`src/rtl/komandara_k10_pkg.sv`:
```
// Shared definitions for the K10 peripheral interconnect: AXI response codes and
// the state encodings of the AXI4-Lite demux read/write FSMs.
package komandara_k10_pkg;

    localparam logic [1:0] AXI_RESP_OKAY   = 2'b00;
    localparam logic [1:0] AXI_RESP_SLVERR = 2'b10;
    localparam logic [1:0] AXI_RESP_DECERR = 2'b11;

    typedef enum logic [1:0] {
        W_IDLE = 2'd0,
        W_FWD  = 2'd1,
        W_RESP = 2'd2
    } axil_wr_state_e;

    typedef enum logic [1:0] {
        R_IDLE = 2'd0,
        R_FWD  = 2'd1,
        R_RESP = 2'd2
    } axil_rd_state_e;

endpackage

```
`src/rtl/k10_axil_decode.sv`:
```
// Combinational address decoder: base/mask window match per slave, lowest index wins,
// one-hot select plus a miss flag when no window matches.
module k10_axil_decode #(
    parameter int                        N_SLV    = 4,
    parameter int                        ADDR_W   = 32,
    parameter logic [N_SLV*ADDR_W-1:0]   SLV_BASE = {N_SLV{32'h4000_0000}},
    parameter logic [N_SLV*ADDR_W-1:0]   SLV_MASK = {N_SLV{32'hFFFF_F000}}
) (
    input  logic [ADDR_W-1:0] i_addr,
    output logic [N_SLV-1:0]  o_sel,
    output logic              o_miss
);

    logic w_found;

    always_comb begin
        o_sel   = '0;
        w_found = 1'b0;
        for (int i = 0; i < N_SLV; i++) begin
            if (!w_found &&
                ((i_addr & SLV_MASK[i*ADDR_W +: ADDR_W]) == SLV_BASE[i*ADDR_W +: ADDR_W])) begin
                o_sel[i] = 1'b1;
                w_found  = 1'b1;
            end
        end
        o_miss = !w_found;
    end

endmodule

```
`src/rtl/k10_axil_demux.sv`:
```
// 1-to-N AXI4-Lite demultiplexer for the K10 peripheral port. Independent read and write
// FSMs, one transaction in flight per direction, unmapped addresses answered with DECERR.
module k10_axil_demux
    import komandara_k10_pkg::*;
#(
    parameter int                        N_SLV    = 4,
    parameter int                        ADDR_W   = 32,
    parameter int                        DATA_W   = 32,
    parameter logic [N_SLV*ADDR_W-1:0]   SLV_BASE = {N_SLV{32'h4000_0000}},
    parameter logic [N_SLV*ADDR_W-1:0]   SLV_MASK = {N_SLV{32'hFFFF_F000}},
    localparam int                       STRB_W   = DATA_W/8
) (
    input  logic                       i_clk,
    input  logic                       i_rst_n,
    // upstream
    input  logic [ADDR_W-1:0]          s_axi_awaddr,
    input  logic [2:0]                 s_axi_awprot,
    input  logic                       s_axi_awvalid,
    output logic                       s_axi_awready,
    input  logic [DATA_W-1:0]          s_axi_wdata,
    input  logic [STRB_W-1:0]          s_axi_wstrb,
    input  logic                       s_axi_wvalid,
    output logic                       s_axi_wready,
    output logic [1:0]                 s_axi_bresp,
    output logic                       s_axi_bvalid,
    input  logic                       s_axi_bready,
    input  logic [ADDR_W-1:0]          s_axi_araddr,
    input  logic [2:0]                 s_axi_arprot,
    input  logic                       s_axi_arvalid,
    output logic                       s_axi_arready,
    output logic [DATA_W-1:0]          s_axi_rdata,
    output logic [1:0]                 s_axi_rresp,
    output logic                       s_axi_rvalid,
    input  logic                       s_axi_rready,
    // downstream, slave i at slice i
    output logic [N_SLV*ADDR_W-1:0]    m_axi_awaddr,
    output logic [N_SLV*3-1:0]         m_axi_awprot,
    output logic [N_SLV-1:0]           m_axi_awvalid,
    input  logic [N_SLV-1:0]           m_axi_awready,
    output logic [N_SLV*DATA_W-1:0]    m_axi_wdata,
    output logic [N_SLV*STRB_W-1:0]    m_axi_wstrb,
    output logic [N_SLV-1:0]           m_axi_wvalid,
    input  logic [N_SLV-1:0]           m_axi_wready,
    input  logic [N_SLV*2-1:0]         m_axi_bresp,
    input  logic [N_SLV-1:0]           m_axi_bvalid,
    output logic [N_SLV-1:0]           m_axi_bready,
    output logic [N_SLV*ADDR_W-1:0]    m_axi_araddr,
    output logic [N_SLV*3-1:0]         m_axi_arprot,
    output logic [N_SLV-1:0]           m_axi_arvalid,
    input  logic [N_SLV-1:0]           m_axi_arready,
    input  logic [N_SLV*DATA_W-1:0]    m_axi_rdata,
    input  logic [N_SLV*2-1:0]         m_axi_rresp,
    input  logic [N_SLV-1:0]           m_axi_rvalid,
    output logic [N_SLV-1:0]           m_axi_rready,
    // status
    output logic                       o_decerr_wr,
    output logic                       o_decerr_rd,
    output axil_wr_state_e             o_wr_state,
    output axil_rd_state_e             o_rd_state
);

    // Handshake rule on every channel: a transfer happens on a rising clock edge where
    // valid && ready; once raised, valid and its payload stay stable until that edge.

    logic [N_SLV-1:0] w_aw_sel, w_ar_sel;
    logic             w_aw_miss, w_ar_miss;

    k10_axil_decode #(
        .N_SLV(N_SLV), .ADDR_W(ADDR_W), .SLV_BASE(SLV_BASE), .SLV_MASK(SLV_MASK)
    ) u_aw_decode (
        .i_addr(s_axi_awaddr), .o_sel(w_aw_sel), .o_miss(w_aw_miss)
    );

    k10_axil_decode #(
        .N_SLV(N_SLV), .ADDR_W(ADDR_W), .SLV_BASE(SLV_BASE), .SLV_MASK(SLV_MASK)
    ) u_ar_decode (
        .i_addr(s_axi_araddr), .o_sel(w_ar_sel), .o_miss(w_ar_miss)
    );

    axil_wr_state_e     r_wr_state, w_wr_state_nxt;
    logic [ADDR_W-1:0]  r_aw_addr;
    logic [2:0]         r_aw_prot;
    logic [N_SLV-1:0]   r_wr_sel;
    logic               r_wr_miss;
    logic               r_aw_done, w_aw_done_nxt;
    logic               r_w_done, w_w_done_nxt;

    axil_rd_state_e     r_rd_state, w_rd_state_nxt;
    logic [ADDR_W-1:0]  r_ar_addr;
    logic [2:0]         r_ar_prot;
    logic [N_SLV-1:0]   r_rd_sel;
    logic               r_rd_miss;

    // Responses/readies of the currently selected slave (sel is one-hot, so OR is a mux).
    logic               w_sel_awready, w_sel_wready, w_sel_bvalid;
    logic [1:0]         w_sel_bresp;
    logic               w_sel_arready, w_sel_rvalid;
    logic [1:0]         w_sel_rresp;
    logic [DATA_W-1:0]  w_sel_rdata;

    always_comb begin
        w_sel_awready = 1'b0;
        w_sel_wready  = 1'b0;
        w_sel_bvalid  = 1'b0;
        w_sel_bresp   = '0;
        w_sel_arready = 1'b0;
        w_sel_rvalid  = 1'b0;
        w_sel_rresp   = '0;
        w_sel_rdata   = '0;
        for (int i = 0; i < N_SLV; i++) begin
            if (r_wr_sel[i]) begin
                w_sel_awready = w_sel_awready | m_axi_awready[i];
                w_sel_wready  = w_sel_wready  | m_axi_wready[i];
                w_sel_bvalid  = w_sel_bvalid  | m_axi_bvalid[i];
                w_sel_bresp   = w_sel_bresp   | m_axi_bresp[i*2 +: 2];
            end
            if (r_rd_sel[i]) begin
                w_sel_arready = w_sel_arready | m_axi_arready[i];
                w_sel_rvalid  = w_sel_rvalid  | m_axi_rvalid[i];
                w_sel_rresp   = w_sel_rresp   | m_axi_rresp[i*2 +: 2];
                w_sel_rdata   = w_sel_rdata   | m_axi_rdata[i*DATA_W +: DATA_W];
            end
        end
    end

    always_ff @(posedge i_clk or negedge i_rst_n) begin
        if (!i_rst_n) begin
            r_wr_state <= W_IDLE;
            r_aw_addr  <= '0;
            r_aw_prot  <= '0;
            r_wr_sel   <= '0;
            r_wr_miss  <= 1'b0;
            r_aw_done  <= 1'b0;
            r_w_done   <= 1'b0;
        end else begin
            r_wr_state <= w_wr_state_nxt;
            r_aw_done  <= w_aw_done_nxt;
            r_w_done   <= w_w_done_nxt;
            if (r_wr_state == W_IDLE && s_axi_awvalid) begin
                r_aw_addr <= s_axi_awaddr;
                r_aw_prot <= s_axi_awprot;
                r_wr_sel  <= w_aw_sel;
                r_wr_miss <= w_aw_miss;
            end
        end
    end

    always_comb begin
        w_wr_state_nxt = r_wr_state;
        w_aw_done_nxt  = r_aw_done;
        w_w_done_nxt   = r_w_done;
        s_axi_awready  = 1'b0;
        s_axi_wready   = 1'b0;
        s_axi_bvalid   = 1'b0;
        s_axi_bresp    = AXI_RESP_OKAY;
        m_axi_awvalid  = '0;
        m_axi_awaddr   = '0;
        m_axi_awprot   = '0;
        m_axi_wvalid   = '0;
        m_axi_wdata    = '0;
        m_axi_wstrb    = '0;
        m_axi_bready   = '0;
        o_decerr_wr    = 1'b0;
        case (r_wr_state)
            W_IDLE: begin
                s_axi_awready = 1'b1;
                if (s_axi_awvalid) begin
                    w_wr_state_nxt = W_FWD;
                    w_aw_done_nxt  = 1'b0;
                    w_w_done_nxt   = 1'b0;
                end
            end
            W_FWD: begin
                if (r_wr_miss) begin
                    s_axi_wready = 1'b1;
                    if (s_axi_wvalid) w_wr_state_nxt = W_RESP;
                end else begin
                    for (int i = 0; i < N_SLV; i++) begin
                        if (r_wr_sel[i]) begin
                            if (!r_aw_done) begin
                                m_axi_awvalid[i]              = 1'b1;
                                m_axi_awaddr[i*ADDR_W +: ADDR_W] = r_aw_addr;
                                m_axi_awprot[i*3 +: 3]        = r_aw_prot;
                            end
                            if (!r_w_done) begin
                                m_axi_wvalid[i]                  = s_axi_wvalid;
                                m_axi_wdata[i*DATA_W +: DATA_W]  = s_axi_wdata;
                                m_axi_wstrb[i*STRB_W +: STRB_W]  = s_axi_wstrb;
                            end
                        end
                    end
                    s_axi_wready = !r_w_done && w_sel_wready;
                    if (!r_aw_done && w_sel_awready) w_aw_done_nxt = 1'b1;
                    if (s_axi_wready && s_axi_wvalid) w_w_done_nxt = 1'b1;
                    if (w_aw_done_nxt && w_w_done_nxt) w_wr_state_nxt = W_RESP;
                end
            end
            W_RESP: begin
                if (r_wr_miss) begin
                    s_axi_bvalid = 1'b1;
                    s_axi_bresp  = AXI_RESP_DECERR;
                end else begin
                    s_axi_bvalid = w_sel_bvalid;
                    s_axi_bresp  = w_sel_bresp;
                    m_axi_bready = r_wr_sel & {N_SLV{s_axi_bready}};
                end
                if (s_axi_bvalid && s_axi_bready) begin
                    w_wr_state_nxt = W_IDLE;
                    o_decerr_wr    = r_wr_miss;
                end
            end
            default: w_wr_state_nxt = W_IDLE;
        endcase
    end

    always_ff @(posedge i_clk or negedge i_rst_n) begin
        if (!i_rst_n) begin
            r_rd_state <= R_IDLE;
            r_ar_addr  <= '0;
            r_ar_prot  <= '0;
            r_rd_sel   <= '0;
            r_rd_miss  <= 1'b0;
        end else begin
            r_rd_state <= w_rd_state_nxt;
            if (r_rd_state == R_IDLE && s_axi_arvalid) begin
                r_ar_addr <= s_axi_araddr;
                r_ar_prot <= s_axi_arprot;
                r_rd_sel  <= w_ar_sel;
                r_rd_miss <= w_ar_miss;
            end
        end
    end

    always_comb begin
        w_rd_state_nxt = r_rd_state;
        s_axi_arready  = 1'b0;
        s_axi_rvalid   = 1'b0;
        s_axi_rdata    = '0;
        s_axi_rresp    = AXI_RESP_OKAY;
        m_axi_arvalid  = '0;
        m_axi_araddr   = '0;
        m_axi_arprot   = '0;
        m_axi_rready   = '0;
        o_decerr_rd    = 1'b0;
        case (r_rd_state)
            R_IDLE: begin
                s_axi_arready = 1'b1;
                if (s_axi_arvalid) w_rd_state_nxt = R_FWD;
            end
            R_FWD: begin
                if (r_rd_miss) begin
                    w_rd_state_nxt = R_RESP;
                end else begin
                    for (int i = 0; i < N_SLV; i++) begin
                        if (r_rd_sel[i]) begin
                            m_axi_arvalid[i]                 = 1'b1;
                            m_axi_araddr[i*ADDR_W +: ADDR_W] = r_ar_addr;
                            m_axi_arprot[i*3 +: 3]           = r_ar_prot;
                        end
                    end
                    if (w_sel_arready) w_rd_state_nxt = R_RESP;
                end
            end
            R_RESP: begin
                if (r_rd_miss) begin
                    s_axi_rvalid = 1'b1;
                    s_axi_rresp  = AXI_RESP_DECERR;
                end else begin
                    s_axi_rvalid = w_sel_rvalid;
                    s_axi_rdata  = w_sel_rdata;
                    s_axi_rresp  = w_sel_rresp;
                    m_axi_rready = r_rd_sel & {N_SLV{s_axi_rready}};
                end
                if (s_axi_rvalid && s_axi_rready) begin
                    w_rd_state_nxt = R_IDLE;
                    o_decerr_rd    = r_rd_miss;
                end
            end
            default: w_rd_state_nxt = R_IDLE;
        endcase
    end

    assign o_wr_state = r_wr_state;
    assign o_rd_state = r_rd_state;

endmodule
```
`config.mk`:
```
export PLATFORM = sky130hd
export DESIGN_NAME = k10_axil_demux
export DESIGN_NICKNAME = d
export VERILOG_FILES = /design/src/rtl/komandara_k10_pkg.sv /design/src/rtl/k10_axil_decode.sv /design/src/rtl/k10_axil_demux.sv
export SDC_FILE = /design/constraint.sdc
export NUM_CORES = 1
export LEC_CHECK = 0
export BUFFER_PORTS_ARGS = -buffer_cell sky130_fd_sc_hd__buf_4
export CAP_MARGIN = 20
export CORE_AREA = 2 2 299 301
export DETAILED_ROUTE_END_ITERATION = 7
export DIE_AREA = 0 0 301 303
export HOLD_SLACK_MARGIN = 0.06
export PLACE_DENSITY = 0.3
export SETUP_SLACK_MARGIN = 0.15
export SYNTH_ARGS = -nofsm -noshare
export SYNTH_HDL_FRONTEND = slang
export SYNTH_SLANG_ARGS = --single-unit
export TNS_END_PERCENT = 10
```
`constraint.sdc`:
```
create_clock -name i_clk -period 3.3 [get_ports i_clk]
set_clock_uncertainty 0.15 [all_clocks]
set_input_delay 0.495 -clock i_clk [delete_from_list [all_inputs] [get_ports i_clk]]
set_output_delay 0.495 -clock i_clk [all_outputs]
set_load 0.01 [all_outputs]
```
==> results.json, run 1 <==
{
  "outcome": "complete, no violations",
  "net-switching-power_mw": 1.62,
  "floorplan_core_area_sq_um": 88000,
  "cts_buffers": 9,
  "max_stage_delay_ns": 0.54,
  "route.antenna.remaining_nets": 0,
  "period_share_pct": 83.5,
  "critPathKind": "reg2out",
  "start_util_pct": 7.66,
  "clock-sinks": 80,
  "area_growth_syn_to_layout_pct": 43.1,
  "grt_first_pass_wirelength_mm": 35.1,
  "ys_warn_count": 0,
  "critical_path.startpoint_type": "flip-flop",
  "num_rows": 109,
  "count_of_state_elements_after_synthesis": 80,
  "antenna_violations_before_repair": 2,
  "synth_enable_flop_cells": 0,
  "dr.first_iter.drc_count": 136,
  "htreeDepth": 3,
  "syn-mean-instance-area_sq_um": 8.48,
  "route.vias.total": 5233,
  "buffers_inserted_by_post_cts_timing_repair": 0,
  "worst_hold_path_type": "in2reg",
  "multiInputGateArea_sq_um": 3370,
  "power.static_leakage_nw": 4.87,
  "slew-limit-headroom_pct": 52.7,
  "cts_root_buf": "sky130_fd_sc_hd__clkbuf_16",
  "unrepaired_setup_endpoints_after_global_routing": "no",
  "floorplan.io_pins": 768,
  "power.internal_mw": 2.70,
  "cap_viol_max_count": 0,
  "combinationalPowerShare_pct": 32.7,
  "globalRouteOverflowTotal": 0,
  "clock_path_buffers": 2,
  "hold_viol": 0,
  "worst_path_max_delay_cell": "sky130_fd_sc_hd__dfrtp_1",
  "dieWidth_um": 301,
  "power.density_nw_per_um2": 448,
  "die_height_um": 303,
  "swShare_pct": 37.4,
  "crit_fanout": 36,
  "final_net_count": 1383,
  "count_of_mapped_cells_out_of_synthesis": 795,
  "postPlaceCellArea_sq_um": 9310,
  "post_route_cells_drive_above_1_share_pct": 34.4,
  "totalWireLength_mm": 27.1,
  "detail_route.drc_violations": 0,
  "totalPowerFinal_mw": 4.32,
  "max_freq_ghz": 0.363,
  "synth.lib_cells_used.distinct": 32,
  "critical_path.endpoint_type": "output port",
  "arrival_time_reported_for_the_critical_path_endpoint_ns": 2.11,
  "dp.final_hpwl_mm": 22.6,
  "cts_tree": "built",
  "fp.dieArea_sq_um": 91200,
  "report.final.setup_viol": 0,
  "netlist_area_sq_um": 6740,
  "drtPass1Iterations": 4,
  "synth-main-ff-cell": "sky130_fd_sc_hd__dfrtp_1",
  "worst_path_dominant_cell_family": "simple AND/OR/NAND/NOR gates",
  "worst_pin_slew_ns": 0.702,
  "maximum_number_of_pins_on_one_net_before_global_route_repair": 44,
  "leading_cell_type_in_the_layout_fill_and_taps_excluded": "sky130_fd_sc_hd__conb_1",
  "setup_tns_ns": 0,
  "place_worst_setup_slack_ns": 0.854,
  "clkSlewWorstSetupHoldPaths_ns": 0.07,
  "final_period_minus_worst_setup_slack_ns": 2.76,
  "timing.critical_path.required_ns": 2.65,
  "timing.critical_path.cells": "nand4bb_1 > nor2_2 > buf_4 > and2_1 > buf_4",
  "grt_pass1_vias": 4927,
  "path_common_cell": "sky130_fd_sc_hd__buf_4",
  "place_congestion": 0.705,
  "worst_skew_pair.late_latency_ns": 0.39,
  "power.sequential.fraction_pct": 38.7,
  "max-vdd-ir-drop_uv": 225,
  "finalNonFillerCells": 2276,
  "finish.instance_area_sq_um": 9640,
  "portBuffers": 311,
  "layout_common_cells": "sky130_fd_sc_hd__conb_1 (333), sky130_fd_sc_hd__buf_4 (324), sky130_fd_sc_hd__and2_1 (141), sky130_fd_sc_hd__nand2_1 (113), sky130_fd_sc_hd__dfrtp_1 (80)",
  "timing.hold.ws_ns": 0.157,
  "vias_per_cell": 2.30,
  "post_dr_wirelength_cell_um": 11.9,
  "drv_slew": 0,
  "ys_async_sr_fraction_pct": 100,
  "crit_buf_inv": 2,
  "power.share.clock_pct": 28.6,
  "seqCellArea_sq_um": 2000,
  "fin_ws_ns": 0.544,
  "grt_util_all_layers_pct": 5.49,
  "number_of_placed_instances_taps_included": 2259,
  "filler_cell_count": 10275,
  "seq_area_frac_synth_pct": 29.7,
  "fin_util_pct": 11.0
}
## flip-flops by register name, summed over array words and instances (netlist names)
name / count
r_aw_prot: 3
r_rd_sel: 1
r_wr_sel: 1
r_aw_done: 1
o_wr_state: 2
o_rd_state: 2
r_ar_prot: 3
r_w_done: 1
r_rd_miss: 1
r_ar_addr: 32
r_aw_addr: 32
r_wr_miss: 1
## tightest hold or removal path: stages
cell                      delay (ns)
sky130_fd_sc_hd__buf_4          0.07
sky130_fd_sc_hd__nand2_1        0.04
sky130_fd_sc_hd__nand2_1        0.05
## power groups by stage
stage	logic [mW]	clock network, mW	registers [mW]
CTS	1.46	1.33	1.68
global route	1.60	1.34	1.75
detailed placement	1.46	0	1.69
floorplan	1.18	0	1.61
finish	1.41	1.24	1.67
global placement	1.45	0	1.68
## cells in the mapped netlist, types with 5 or more instances
master	n	area share, %
sky130_fd_sc_hd__dfrtp_1	80	30
sky130_fd_sc_hd__nor2_1	13	0.72
sky130_fd_sc_hd__a21oi_1	8	0.59
sky130_fd_sc_hd__mux2_2	35	5.8
sky130_fd_sc_hd__nand2_1	113	6.3
sky130_fd_sc_hd__buf_4	335	37
sky130_fd_sc_hd__buf_2	9	0.67
sky130_fd_sc_hd__and2_1	141	13
sky130_fd_sc_hd__clkbuf_1	14	0.78
sky130_fd_sc_hd__nand2b_1	5	0.46
sky130_fd_sc_hd__nor4_1	8	0.74
## layer usage
layer,share of wire (%),GRT usage (%)
met5,0,0
met4,1.2,1.71
met3,8.8,2.00
met2,52,9.78
met1,38,6.06
## path summary, 6_finish.rpt
kind                                  from        endpoint  slack (ns)  cells after the start
setup / recovery                 r_wr_miss  m_axi_wstrb[3]        0.54                      5
hold reg to reg              r_aw_addr[15]   r_aw_addr[15]        0.32                      2
setup reg to reg             o_rd_state[1]    r_ar_addr[4]        1.34                      3
hold / removal             s_axi_awprot[1]    r_aw_prot[1]        0.16                      3
min in group asynchronous          i_rst_n   r_aw_addr[12]        0.41                      2
max in group asynchronous          i_rst_n   r_ar_addr[24]        1.94                      3
## area by class of cell
class                           instances  share of cell area (%)
Antenna cell                            1                  0.0260
Inverter                                2                  0.0779
Tap cell                             1165                    15.1
Timing Repair Buffer                  327                    25.7
Multi-Input combinational cell        686                    35.0
Clock buffer                            9                    2.34
Sequential cell                        80                    20.8
Clock inverter                          6                   0.960
## what timing repair did
action	CTS	global route
hold buffers	1	0
hold endpoints to repair	21	0
gates resized for setup	0	0
## cell families (layout without fill, tap and decap cells)
logic type / count (synthesis) / after routing / synth area share (%)
mux: 36 / 36 / 6.00
flops: 80 / 80 / 29.7
other cells: 1 / 334 / 0.0557
buf+inv: 361 / 344 / 39.1
compound gates: 22 / 22 / 2.04
simple gates: 295 / 295 / 23.1
No activity file was read; power rests on OpenSTA's default activity.
==> run 2, diff against run 1 <==
- CORE_AREA: 2 2 299 301 -> 2 2 303 305
- DIE_AREA: 0 0 301 303 -> 0 0 305 307
- clock period: 3.3 -> 2.7 ns (I/O delays scaled with it)
==> results.json, run 2 (synthesized netlist as in run 1, its figures left out) <==
{
  "outcome": "complete, no violations",
  "drv_slew": 0,
  "totalWireLength_mm": 28.3,
  "portBuffers": 311,
  "vias_per_cell": 2.33,
  "cap_viol_max_count": 0,
  "power.sequential.fraction_pct": 38.5,
  "arrival_time_reported_for_the_critical_path_endpoint_ns": 1.87,
  "max_stage_delay_ns": 0.47,
  "detail_route.drc_violations": 0,
  "net-switching-power_mw": 1.96,
  "area_growth_syn_to_layout_pct": 54.8,
  "timing.hold.ws_ns": 0.105,
  "timing.critical_path.cells": "nand2b_2 > nor2_2 > buf_8 > and2_2 > buf_4",
  "totalPowerFinal_mw": 5.27,
  "final_net_count": 1448,
  "route.antenna.remaining_nets": 0,
  "fin_ws_ns": 0.275,
  "critical_path.startpoint_type": "flip-flop",
  "clkSlewWorstSetupHoldPaths_ns": 0.07,
  "finalNonFillerCells": 2365,
  "critPathKind": "reg2out",
  "seqCellArea_sq_um": 2010,
  "worst_pin_slew_ns": 0.584,
  "worst_skew_pair.late_latency_ns": 0.39,
  "dp.final_hpwl_mm": 22.1,
  "power.static_leakage_nw": 5.18,
  "worst_hold_path_type": "in2reg",
  "die_height_um": 307,
  "slew-limit-headroom_pct": 61.1,
  "crit_fanout": 33,
  "clock_path_buffers": 2,
  "htreeDepth": 3,
  "unrepaired_setup_endpoints_after_global_routing": "no",
  "max-vdd-ir-drop_uv": 306,
  "place_congestion": 0.719,
  "timing.critical_path.required_ns": 2.14,
  "floorplan.io_pins": 768,
  "swShare_pct": 37.2,
  "finish.instance_area_sq_um": 10400,
  "cts_buffers": 9,
  "dr.first_iter.drc_count": 151,
  "power.density_nw_per_um2": 505,
  "leading_cell_type_in_the_layout_fill_and_taps_excluded": "sky130_fd_sc_hd__conb_1",
  "dieWidth_um": 305,
  "max_freq_ghz": 0.412,
  "globalRouteOverflowTotal": 0,
  "filler_cell_count": 10560,
  "post_route_cells_drive_above_1_share_pct": 34.9,
  "worst_path_max_delay_cell": "sky130_fd_sc_hd__dfrtp_2",
  "combinationalPowerShare_pct": 35.1,
  "fp.dieArea_sq_um": 93600,
  "period_share_pct": 89.8,
  "place_worst_setup_slack_ns": 0.449,
  "maximum_number_of_pins_on_one_net_before_global_route_repair": 45,
  "layout_top_registers": "r_ar_addr: 32 flops, r_aw_addr: 32 flops",
  "floorplan_core_area_sq_um": 90700,
  "fin_util_pct": 11.5,
  "multiInputGateArea_sq_um": 3410,
  "hold_viol": 0,
  "route.vias.total": 5501,
  "postPlaceCellArea_sq_um": 9360,
  "start_util_pct": 7.43,
  "final_period_minus_worst_setup_slack_ns": 2.43,
  "critical_path.endpoint_type": "output port",
  "layout_common_cells": "sky130_fd_sc_hd__conb_1 (333), sky130_fd_sc_hd__buf_4 (328), sky130_fd_sc_hd__and2_1 (136), sky130_fd_sc_hd__nand2_1 (113), sky130_fd_sc_hd__dfrtp_1 (74)",
  "grt_util_all_layers_pct": 5.46,
  "drtPass1Iterations": 4,
  "grt_first_pass_wirelength_mm": 35.8,
  "setup_tns_ns": 0,
  "cts_root_buf": "sky130_fd_sc_hd__clkbuf_16",
  "power.internal_mw": 3.31,
  "grt_pass1_vias": 5004,
  "number_of_placed_instances_taps_included": 2279,
  "power.share.clock_pct": 26.4,
  "cts_tree": "built",
  "num_rows": 111,
  "report.final.setup_viol": 0,
  "post_dr_wirelength_cell_um": 12.0,
  "antenna_violations_before_repair": 6,
  "clock-sinks": 80
}
==> run 2: cell types whose count changed in the layout (fill, tap and decap cells not counted), sizes merged <==
cell | previous run | this run
inv | 4 | 3
dlygate4sd3 | 1 | 52
clkinvlp | 2 | 1
bufinv | 2 | 1
diode | 1 | 3
buf | 326 | 337
clkbuf | 9 | 13
clkinv | 0 | 3
==> run 2: power by group through the flow <==
stage | Sequential, mW | Clock [mW] | Combinational (mW)
4_1_cts | 2.07 | 1.52 | 1.85
5_1_grt | 2.11 | 1.54 | 2.07
2_1_floorplan | 1.97 | 0 | 1.44
6_report | 2.03 | 1.39 | 1.85
3_3_place_gp | 2.05 | 0 | 1.78
3_5_place_dp | 2.07 | 0 | 1.78
==> run 2: critical path: cells and delay by family, from the launching register on <==
kind / cells / cell delay, ns
buffers and inverters: 2 / 0.34
flip-flops: 1 / 0.47
AND/OR/NAND/NOR: 3 / 0.64
==> run 2: layer usage <==
| layer | wire (um) | part of all wire, % | global-route usage [%] | vias up |
|---|---|---|---|---|
| li1 | - | - | - | 2569 |
| met1 | 10400 | 37 | 5.88 | 2562 |
| met2 | 14400 | 51 | 9.16 | 339 |
| met3 | 2730 | 9.7 | 2.63 | 27 |
| met4 | 705 | 2.5 | 2.22 | 4 |
| met5 | 27 | 0.095 | 0 | - |
==> run 2: what timing repair did <==
| action | CTS | global route |
|---|---|---|
| pin swaps | 0 | 2 |
| gates resized for setup | 12 | 5 |
| hold endpoints to repair | 131 | 0 |
| cloned | 0 | 4 |
| buffers inserted | 0 | 11 |
| setup endpoints to repair | 114 | 82 |
| hold buffers | 52 | 0 |
==> run 2: worst paths after layout <==
kind / startpoint / endpoint / slack [ns] / cells after the start
hold reg to reg: r_aw_addr[4] / r_aw_addr[4] / 0.32 / 2
setup reg to reg: o_rd_state[1] / r_rd_miss / 0.72 / 5
min in group asynchronous: i_rst_n / r_aw_addr[29] / 0.36 / 3
setup / recovery: o_rd_state[0] / s_axi_rdata[20] / 0.27 / 5
hold / removal: s_axi_awaddr[24] / r_aw_addr[24] / 0.10 / 3
max in group asynchronous: i_rst_n / o_wr_state[1] / 1.43 / 3
==> run 2: layout make-up <==
cell class              count  area share, %
clock inverters             6          0.660
clock buffers              10           2.20
multi-input cells         686           32.7
repair buffers            392           30.8
flip-flops and latches     80           19.3
inverters                   2         0.0720
well taps                1186           14.2
diodes                      3         0.0720
